$ cat config.mk
export PLATFORM = sky130hd
export DESIGN_NAME = pose_animator_flat
export DESIGN_NICKNAME = d
export VERILOG_FILES = /design/src/rtl/pose_animator_pkg.sv /design/src/rtl/pose_animator_if.sv /design/src/rtl/pose_animator_axis_stepper.sv /design/src/rtl/pose_animator.sv /design/src/flat_wrapper.sv
export SDC_FILE = /design/constraint.sdc
export NUM_CORES = 1
export LEC_CHECK = 0
export BUFFER_PORTS_ARGS = -buffer_cell sky130_fd_sc_hd__buf_2
export CAP_MARGIN = 20
export CORE_MARGIN = 4
export CORE_UTILIZATION = 66
export CTS_CLUSTER_DIAMETER = 50
export DETAILED_ROUTE_END_ITERATION = 8
export PLACE_DENSITY = 0.95
export REMOVE_ABC_BUFFERS = 1
export SLEW_MARGIN = 20
export SYNTH_ARGS = -nofsm -noshare
export SYNTH_HDL_FRONTEND = slang
export SYNTH_SLANG_ARGS = --single-unit
$ cat constraint.sdc
create_clock -name clk -period 13.9 [get_ports clk]
set_clock_uncertainty 0.05 [all_clocks]
set_input_delay 2.78 -clock clk [delete_from_list [all_inputs] [get_ports clk]]
set_output_delay 2.78 -clock clk [all_outputs]
set_load 0.02 [all_outputs]
$ cat src/rtl/pose_animator_pkg.sv
// Shared constants, FSM encoding and orientation helper for the pose animator.
package pose_animator_pkg;

  localparam int ORIENT_STEPS = 24;
  localparam int COORD_W      = 12;
  localparam int ORIENT_W     = 5;

  typedef enum logic [1:0] {
    WAIT_FRAME = 2'd0,
    UPDATE     = 2'd1,
    COMMIT     = 2'd2
  } state_t;

  // One 15-degree step from cur toward tgt along the shorter arc. An exact
  // half-turn (diff 12) resolves to +1. Returns cur unchanged when equal.
  function automatic logic [ORIENT_W-1:0] orient_toward(
    input logic [ORIENT_W-1:0] cur,
    input logic [ORIENT_W-1:0] tgt
  );
    logic [ORIENT_W:0]   diff;
    logic [ORIENT_W-1:0] res;
    if (tgt >= cur) diff = {1'b0, tgt} - {1'b0, cur};
    else            diff = {1'b0, tgt} + (ORIENT_W+1)'(ORIENT_STEPS) - {1'b0, cur};
    if (diff == '0)
      res = cur;
    else if (diff <= (ORIENT_W+1)'(ORIENT_STEPS / 2))
      res = (cur == ORIENT_W'(ORIENT_STEPS - 1)) ? '0 : cur + ORIENT_W'(1);
    else
      res = (cur == '0) ? ORIENT_W'(ORIENT_STEPS - 1) : cur - ORIENT_W'(1);
    return res;
  endfunction

endpackage

$ cat src/rtl/pose_animator_if.sv
// Measurement valid/ready channel carrying one rover pose sample.
interface pose_animator_if;
  import pose_animator_pkg::*;

  logic                       meas_valid;
  logic                       meas_ready;
  logic signed [COORD_W-1:0]  meas_x;
  logic signed [COORD_W-1:0]  meas_y;
  logic        [ORIENT_W-1:0] meas_orient;

  modport master (output meas_valid, meas_x, meas_y, meas_orient, input meas_ready);
  modport slave  (input meas_valid, meas_x, meas_y, meas_orient, output meas_ready);
endinterface

$ cat src/rtl/pose_animator_axis_stepper.sv
// Combinational one-axis stepper: moves cur toward tgt by at most max_step.
module axis_stepper
  import pose_animator_pkg::*;
(
  input  logic signed [COORD_W-1:0] cur_i,
  input  logic signed [COORD_W-1:0] tgt_i,
  input  logic        [7:0]         max_step_i,
  output logic signed [COORD_W-1:0] nxt_o
);

  // One extra bit so the difference of any two 12-bit coordinates fits.
  logic signed [COORD_W:0] diff;
  logic signed [COORD_W:0] mag;
  logic signed [COORD_W:0] step;

  // Snap when within reach, otherwise take a full step in the sign of diff.
  always_comb begin
    diff  = {tgt_i[COORD_W-1], tgt_i} - {cur_i[COORD_W-1], cur_i};
    mag   = diff[COORD_W] ? -diff : diff;
    step  = {{(COORD_W-7){1'b0}}, max_step_i};
    nxt_o = tgt_i;
    if (mag > step) begin
      if (diff[COORD_W]) nxt_o = cur_i - step[COORD_W-1:0];
      else               nxt_o = cur_i + step[COORD_W-1:0];
    end
  end

endmodule

$ cat src/rtl/pose_animator.sv
// Frame-synchronous pose animator: latches the latest measurement as target
// and glides the displayed pose toward it once per video frame.
module pose_animator
  import pose_animator_pkg::*;
#(
  parameter int MAX_STEP    = 4,
  parameter int HOLD_FRAMES = 2,
  parameter int HOME_X      = 512,
  parameter int HOME_Y      = 384
) (
  input  logic                       clk,
  input  logic                       reset,
  input  logic                       frame_start,
  pose_animator_if.slave             meas_if,
  output logic signed [COORD_W-1:0]  center_x,
  output logic signed [COORD_W-1:0]  center_y,
  output logic        [ORIENT_W-1:0] orientation,
  output logic                       moving,
  output logic                       orient_err
);

  localparam logic [3:0] HOLD_LAST = 4'(HOLD_FRAMES - 1);
  localparam logic signed [COORD_W-1:0] HOME_X_C = COORD_W'(HOME_X);
  localparam logic signed [COORD_W-1:0] HOME_Y_C = COORD_W'(HOME_Y);

  state_t                     state_q;
  logic                       ready_q;
  logic signed [COORD_W-1:0]  tgt_x_q, tgt_y_q, nxt_x_q, nxt_y_q, center_x_q, center_y_q;
  logic        [ORIENT_W-1:0] tgt_o_q, nxt_o_q, orient_q;
  logic        [3:0]          hold_q;
  logic                       moving_q, orient_err_q;

  logic signed [COORD_W-1:0]  step_x_d, step_y_d;
  logic        [ORIENT_W-1:0] step_o_d;
  logic                       xfer;

  assign xfer     = meas_if.meas_valid && ready_q;
  assign step_o_d = orient_toward(orient_q, tgt_o_q);

  axis_stepper u_step_x (
    .cur_i(center_x_q), .tgt_i(tgt_x_q), .max_step_i(8'(MAX_STEP)), .nxt_o(step_x_d)
  );
  axis_stepper u_step_y (
    .cur_i(center_y_q), .tgt_i(tgt_y_q), .max_step_i(8'(MAX_STEP)), .nxt_o(step_y_d)
  );

  // Frame FSM: accept measurements while waiting, compute, then commit outputs.
  always_ff @(posedge clk) begin
    if (reset) begin
      state_q      <= WAIT_FRAME;
      ready_q      <= 1'b0;
      tgt_x_q      <= HOME_X_C;
      tgt_y_q      <= HOME_Y_C;
      tgt_o_q      <= '0;
      nxt_x_q      <= HOME_X_C;
      nxt_y_q      <= HOME_Y_C;
      nxt_o_q      <= '0;
      center_x_q   <= HOME_X_C;
      center_y_q   <= HOME_Y_C;
      orient_q     <= '0;
      hold_q       <= '0;
      moving_q     <= 1'b0;
      orient_err_q <= 1'b0;
    end else begin
      orient_err_q <= xfer && (meas_if.meas_orient >= ORIENT_W'(ORIENT_STEPS));
      if (xfer) begin
        tgt_x_q <= meas_if.meas_x;
        tgt_y_q <= meas_if.meas_y;
        if (meas_if.meas_orient < ORIENT_W'(ORIENT_STEPS)) tgt_o_q <= meas_if.meas_orient;
      end
      case (state_q)
        WAIT_FRAME: begin
          if (frame_start) begin
            state_q <= UPDATE;
            ready_q <= 1'b0;
          end else begin
            ready_q <= 1'b1;
          end
        end
        UPDATE: begin
          nxt_x_q <= step_x_d;
          nxt_y_q <= step_y_d;
          nxt_o_q <= orient_q;
          if (orient_q != tgt_o_q) begin
            if (hold_q == HOLD_LAST) begin
              nxt_o_q <= step_o_d;
              hold_q  <= '0;
            end else begin
              hold_q  <= hold_q + 4'd1;
            end
          end else begin
            hold_q <= '0;
          end
          state_q <= COMMIT;
          ready_q <= 1'b0;
        end
        COMMIT: begin
          center_x_q <= nxt_x_q;
          center_y_q <= nxt_y_q;
          orient_q   <= nxt_o_q;
          moving_q   <= (nxt_x_q != tgt_x_q) || (nxt_y_q != tgt_y_q) || (nxt_o_q != tgt_o_q);
          state_q    <= WAIT_FRAME;
          ready_q    <= 1'b1;
        end
        default: begin
          state_q <= WAIT_FRAME;
          ready_q <= 1'b1;
        end
      endcase
    end
  end

  assign meas_if.meas_ready = ready_q;
  assign center_x           = center_x_q;
  assign center_y           = center_y_q;
  assign orientation        = orient_q;
  assign moving             = moving_q;
  assign orient_err         = orient_err_q;

endmodule

$ cat src/flat_wrapper.sv
// flat-port wrapper written by rule: the top's interface ports become plain ports
module pose_animator_flat import pose_animator_pkg::*;
#(
  parameter int MAX_STEP    = 4,
  parameter int HOLD_FRAMES = 2,
  parameter int HOME_X      = 512,
  parameter int HOME_Y      = 384
)
  (clk, reset, frame_start, center_x, center_y, orientation, moving, orient_err, meas_if_meas_valid, meas_if_meas_x, meas_if_meas_y, meas_if_meas_orient, meas_if_meas_ready);
  pose_animator_if meas_if_i ();
  input  logic clk;
  input  logic reset;
  input  logic frame_start;
  output logic signed [COORD_W-1:0] center_x;
  output logic signed [COORD_W-1:0] center_y;
  output logic        [ORIENT_W-1:0] orientation;
  output logic moving;
  output logic orient_err;
  input wire logic [$bits(meas_if_i.meas_valid)-1:0] meas_if_meas_valid;
  input wire logic [$bits(meas_if_i.meas_x)-1:0] meas_if_meas_x;
  input wire logic [$bits(meas_if_i.meas_y)-1:0] meas_if_meas_y;
  input wire logic [$bits(meas_if_i.meas_orient)-1:0] meas_if_meas_orient;
  output wire logic [$bits(meas_if_i.meas_ready)-1:0] meas_if_meas_ready;
  assign meas_if_i.meas_valid = meas_if_meas_valid;
  assign meas_if_i.meas_x = meas_if_meas_x;
  assign meas_if_i.meas_y = meas_if_meas_y;
  assign meas_if_i.meas_orient = meas_if_meas_orient;
  assign meas_if_meas_ready = meas_if_i.meas_ready;
  pose_animator #(.MAX_STEP(MAX_STEP), .HOLD_FRAMES(HOLD_FRAMES), .HOME_X(HOME_X), .HOME_Y(HOME_Y)) u_core (.clk(clk), .reset(reset), .frame_start(frame_start), .meas_if(meas_if_i), .center_x(center_x), .center_y(center_y), .orientation(orientation), .moving(moving), .orient_err(orient_err));
endmodule
Word level (Yosys, flattened, before mapping)
Cells that the tools add are included.
- add/subtract/negate cells: 14
- magnitude comparators: 6
- equal/unequal tests: 9
- mux-type cells: 19
- reduce and logical (&&, ||, !) cells: 8
- operators by type and width (cell ; count):
    2-to-1 mux 12 bit ; 4
    2-to-1 mux 5 bit ; 6
    greater-than comparator 13 x 4 -> 1 bit (second input constant) ; 2
    2-to-1 mux 13 bit ; 2
    negator 13 bit ; 2
    subtractor 12 x 12 -> 13 bit ; 2
    adder 12 x 3 -> 12 bit (second input constant) ; 2
    inequality test 12 bit ; 2
    subtractor 12 x 3 -> 12 bit (second input constant) ; 2
    inequality test 5 bit ; 2
    2-to-1 mux 4 bit ; 2
    adder 5 x 5 -> 6 bit (second input constant) ; 1
    <= comparator 6 x 4 -> 1 bit (second input constant) ; 1
    zero test 6 bit ; 1
    2-to-1 mux 6 bit ; 1
    subtractor 5 x 5 -> 6 bit ; 1
    subtractor 6 x 5 -> 6 bit ; 1
    adder 5 x 1 -> 5 bit (second input constant) ; 1
    equality test 5 bit (second input constant) ; 1
    >= comparator 5 bit ; 1
    >= comparator 5 bit (second input constant) ; 1
    zero test 5 bit ; 1
    less-than comparator 5 bit (second input constant) ; 1
    subtractor 5 x 1 -> 5 bit (second input constant) ; 1
    other kinds (13) ; 15
- register bits after elaboration: 96
- input bits: 33
- output and inout bits: 32
- word-level logic and storage cells: 70

Logic depth before layout (Yosys ltp)
- depth after elaboration: 8
- mapped depth: 20
- gate-level depth less buffers: 20

By module
From an unflattened synthesis, not the netlist that was laid out.
- cell total of the unflattened synthesis: 1069
- area, all modules: 8267.9 um^2
- modules (own cells, without submodules) (module ; times used ; cells an instance ; area each (um^2) ; seq. area each (um^2)):
    pose_animator ; 1 ; 570 ; 4470.5 ; 1921.8
    axis_stepper (u_core.u_step_x) ; 1 ; 260 ; 1975.6 ; 0.0
    axis_stepper (u_core.u_step_y) ; 1 ; 239 ; 1821.7 ; 0.0

Least setup slack after synthesis
No wires, ideal clock.
- path kind: reg2reg
- start point: register u_core.center_x_q[2], in the netlist u_core.center_x[2]
- end point: register u_core.nxt_x_q[11]
- library setup time: 0.137 ns
- arrival time: 4.416 ns
- required time: 13.713 ns
- slack: 9.297 ns
- cell stages (with the launch flop): 20
- path buffers: 0
- clock period less this slack: 4.603 ns
- cell sequence: dfxtp_1 > inv_1 > ha_1 > nor2b_1 > o2111ai_1 > nand3_1 > a2111oi_2 > nor2_1 > inv_1 > ha_1 > a21o_1 > a21oi_1 > o21ai_0 > or4_1 > a31o_2 > a21oi_1 > xnor2_1 > nor2_1 > a21oi_1 > a31oi_1
- cells in the longest elaborated chain, start to end: 5
- elaborated cells between the ends (all ways): 8
- classes of those cells: 4 x add/sub; 1 x order compare; 3 x mux
- ends and longest elaborated chain (item ; line ; RTL):
    start, declared ; pose_animator.sv:28 ; logic signed [COORD_W-1:0] tgt_x_q, tgt_y_q, nxt_x_q, nxt_y_q, center_x_q, center_y_q;
    start signal, assigned ; pose_animator.sv:98 ; center_x_q <= nxt_x_q;
    subtractor 12 x 12 -> 13 bit ; pose_animator_axis_stepper.sv:18 ; diff = {tgt_i[COORD_W-1], tgt_i} - {cur_i[COORD_W-1], cur_i};
    negator 13 bit ; pose_animator_axis_stepper.sv:19 ; mag = diff[COORD_W] ? -diff : diff;
    2-to-1 mux 13 bit ; pose_animator_axis_stepper.sv:19 ;
    greater-than comparator 13 x 4 -> 1 bit ; pose_animator_axis_stepper.sv:22 ; if (mag > step) begin
    2-to-1 mux 12 bit (*) ; pose_animator_axis_stepper.sv:22 ;
    end signal, assigned ; pose_animator.sv:81 ; nxt_x_q <= step_x_d;
    end, declared ; pose_animator.sv:28 ;
Every way passes the cells marked *; elsewhere a longest branch is shown, timed or not.
A chain may end at the register's enable or synchronous reset.

Worst setup path in the final report
Same ends and word-level chain as after synthesis.

==> results.json <==
{
  "worst_slack_ns": 8.78,
  "fillers": 790,
  "synth_fa_ha_area_frac": 0.114,
  "grt_pass1_vias": 7063,
  "final_max_slew_viol_count": 0,
  "syn2layout_area_growth_pct": 8.77,
  "postSynthCellCount": 997,
  "ant_nets": 0,
  "hold_buffers": 0,
  "clk_pin_slew_worst_paths_ns": 0.07,
  "synth_top_area_share": 0.251,
  "multiInputGateArea_sq_um": 5310,
  "startpoint": "u_core.center_x[2]",
  "layout_min_cycle_time_ns": 5.12,
  "arrival_ns": 5.29,
  "synth_top_family_by_area": "compound AO/OA/AOI/OAI gates",
  "numPortBuffers": 64,
  "grtUsageTotal": 0.312,
  "drive_gt1_frac": 0.112,
  "postCtsSetupBuffers": 0,
  "clkLatencyLatePin_ns": 0.35,
  "yosysWarnings": 0,
  "route.detailed.drc": 0,
  "ys_top_cells_by_count": "nand2_1, a21oi_1, dfxtp_1",
  "dr.pass1.iters": 7,
  "crit_fanout": 16,
  "syn_area_sq_um": 7650,
  "hold_path_class": "register to register",
  "setup_viol": 0,
  "period_share": 0.369,
  "num_vias": 7702,
  "fmax_ghz": 0.195,
  "ir_drop_v": 0.0000815,
  "setup.worst_path.end_class": "register",
  "grt_max_degree": 74,
  "nets": 1126,
  "regArea_sq_um": 1920,
  "yosys.area.top_type": "dfxtp_1",
  "routed_wl_mm": 21.1,
  "synth_compound_area_frac": 0.243,
  "dpl.cell_count": 1160,
  "min_from": "u_core.center_y[11]",
  "fp-row-count": 39,
  "die_area_sq_um": 13400,
  "synth_most_common_cell": "nand2_1",
  "overflow": 0,
  "synth_simple_gate_area_frac": 0.222,
  "critPathLaunchType": "register",
  "drt-vias-per-instance": 6.55,
  "die_x_um": 116,
  "worstSetupPathType": "register to register",
  "maxSlewHeadroom": 0.281,
  "cts_tree": "done",
  "tightest_slew_ns": 1.08,
  "diodes": 0,
  "synthTopCellsByArea": "dfxtp_1, ha_1, nand2_1, a21oi_1, xnor2_1",
  "dp_hpwl_mm": 14.7,
  "hold_viol": 0,
  "reg2reg_from": "u_core.center_x[2]",
  "total_leakage_power_nw": 3.46,
  "antenna_found_initial": 0,
  "coreArea_sq_um": 11400,
  "grt_first_pass_wirelength_mm": 33.8,
  "synth-seq-cells": 96,
  "clk_path_buf_depth": 2,
  "async_reset_ff_frac": 0,
  "ios": 65,
  "synth_ff_type": "dfxtp_1",
  "setup_tns_ns": 0,
  "grt_setup_unrepaired": "false",
  "htreeDepth": 3,
  "synth.avg_cell_area_sq_um": 7.67,
  "fin_cells": 1176,
  "clock-root-buffer": "clkbuf_16",
  "gp_congestion": 0.954,
  "cts_sinks": 96,
  "maxCapViolCount": 0,
  "place_ws_ns": 8.84,
  "synth.area.mux_share": 0.0267,
  "ctsResizeCount": 0,
  "synth_cell_types": 82,
  "cts_buffers": 9,
  "p_per_area_nw_per_um2": 111,
  "synth_edf_count": 0,
  "status": "finished clean",
  "start_util": 0.673,
  "wl_per_cell_um": 18.0,
  "crit_required_ns": 14.06,
  "synth_seq_area_share": 0.251,
  "dieHeight_um": 116,
  "dr.first_iter.drc_count": 919,
  "synth_xor_area_frac": 0.0859
}
-- sequential cells by signal (all words and copies together), names as in the netlist --
name,cells
u_core.center_x,12
u_core.center_y,12
u_core.hold_q,4
u_core.meas_if.meas_ready,1
u_core.moving,1
u_core.nxt_o_q,5
u_core.nxt_x_q,12
u_core.nxt_y_q,12
u_core.orient_err,1
u_core.orientation,5
u_core.state_q,2
u_core.tgt_o_q,5
u_core.tgt_x_q,12
u_core.tgt_y_q,12
-- metrics by stage --
| stage | total power [W] | cell area (sq um) | utilization | hold WS [ns] |
|---|---|---|---|---|
| 3_5_place_dp | 0.000635 | 7990 | 0.703 | 0.415 |
| 6_report | 0.000920 | 8320 | 0.732 | 0.422 |
| 2_1_floorplan | 0.000562 | 7450 | - | 0.397 |
| 3_3_place_gp | 0.000624 | 7990 | 0.703 | 0.403 |
| 4_1_cts | 0.000907 | 8320 | 0.731 | 0.425 |
| 5_1_grt | 0.000959 | 8320 | 0.732 | 0.447 |
-- placed cells by master (no fill, tap or decap), types with 6 or more instances in the layout --
cell type / Yosys / routed
xor2_1: 22 / 22
nor2b_1: 10 / 8
a211oi_1: 13 / 13
nor3_1: 18 / 18
fa_1: 8 / 8
nand4_1: 14 / 14
a2111oi_0: 7 / 7
nand3_1: 27 / 27
a21oi_1: 99 / 99
xnor2_1: 53 / 53
and3_1: 15 / 15
a31oi_1: 6 / 6
ha_1: 57 / 57
clkbuf_16: 0 / 9
nand2_1: 157 / 157
a21o_1: 10 / 10
o21bai_1: 8 / 8
nand2b_1: 13 / 12
inv_1: 61 / 61
dfxtp_1: 96 / 96
o21ai_0: 34 / 34
o211ai_1: 28 / 28
buf_2: 4 / 64
mux2i_1: 17 / 17
nor2_1: 62 / 62
nor4_1: 7 / 6
-- layer usage --
metal | track usage | vias up | wire (um)
met3 | 0.0465 | 82 | 1920
met1 | 0.390 | 3569 | 8350
met2 | 0.530 | 438 | 10000
met4 | 0.149 | 0 | 848
li1 | - | 3613 | -
met5 | 0 | - | 0
-- worst max-delay path, cell delays in order (launching register included) --
cell and delay, ns:
dfxtp_1 0.42, inv_1 0.10, ha_1 0.38, nor2b_1 0.16
o2111ai_1 0.28, nand3_1 0.20, a2111oi_2 0.54, nor2_1 0.20
inv_1 0.41, ha_1 0.32, a21o_1 0.18, a21oi_1 0.24
o21ai_0 0.16, or4_1 0.45, a31o_2 0.26, a21oi_1 0.19
xnor2_1 0.16, nor2_1 0.06, a21oi_1 0.14, a31oi_1 0.09
-- power breakdown --
group	total, W	switching, W	internal (W)
sequential	0.000302	0.0000149	0.000287
clock	0.000276	0.000116	0.000159
combinational	0.000342	0.000207	0.000135
-- layout make-up --
| class | count | area share |
|---|---|---|
| Multi-Input combinational cell | 790 | 0.638 |
| Sequential cell | 96 | 0.231 |
| Timing Repair Buffer | 69 | 0.0430 |
| Inverter | 62 | 0.0280 |
| Clock buffer | 10 | 0.0275 |
| Tap cell | 143 | 0.0215 |
| Clock inverter | 6 | 0.0111 |
-- worst paths after layout --
| check | to | slack, ns | depth (start not counted) |
|---|---|---|---|
| max reg2reg | u_core.nxt_x_q[11] | 8.78 | 19 |
| min | u_core.center_y[11] | 0.42 | 2 |
| max | u_core.nxt_x_q[11] | 8.78 | 19 |
| min reg2reg | u_core.center_y[11] | 0.42 | 2 |
-- cell families after synthesis --
group | after synthesis
DFF | 96
xor gates and xnor gates | 75
adders and majority gates | 65
and+or+nand+nor | 358
AOI/OAI and AO/OA | 272
buffers and inverters | 111
muxes | 20
Note: power is estimated with default switching activity, not from simulation.
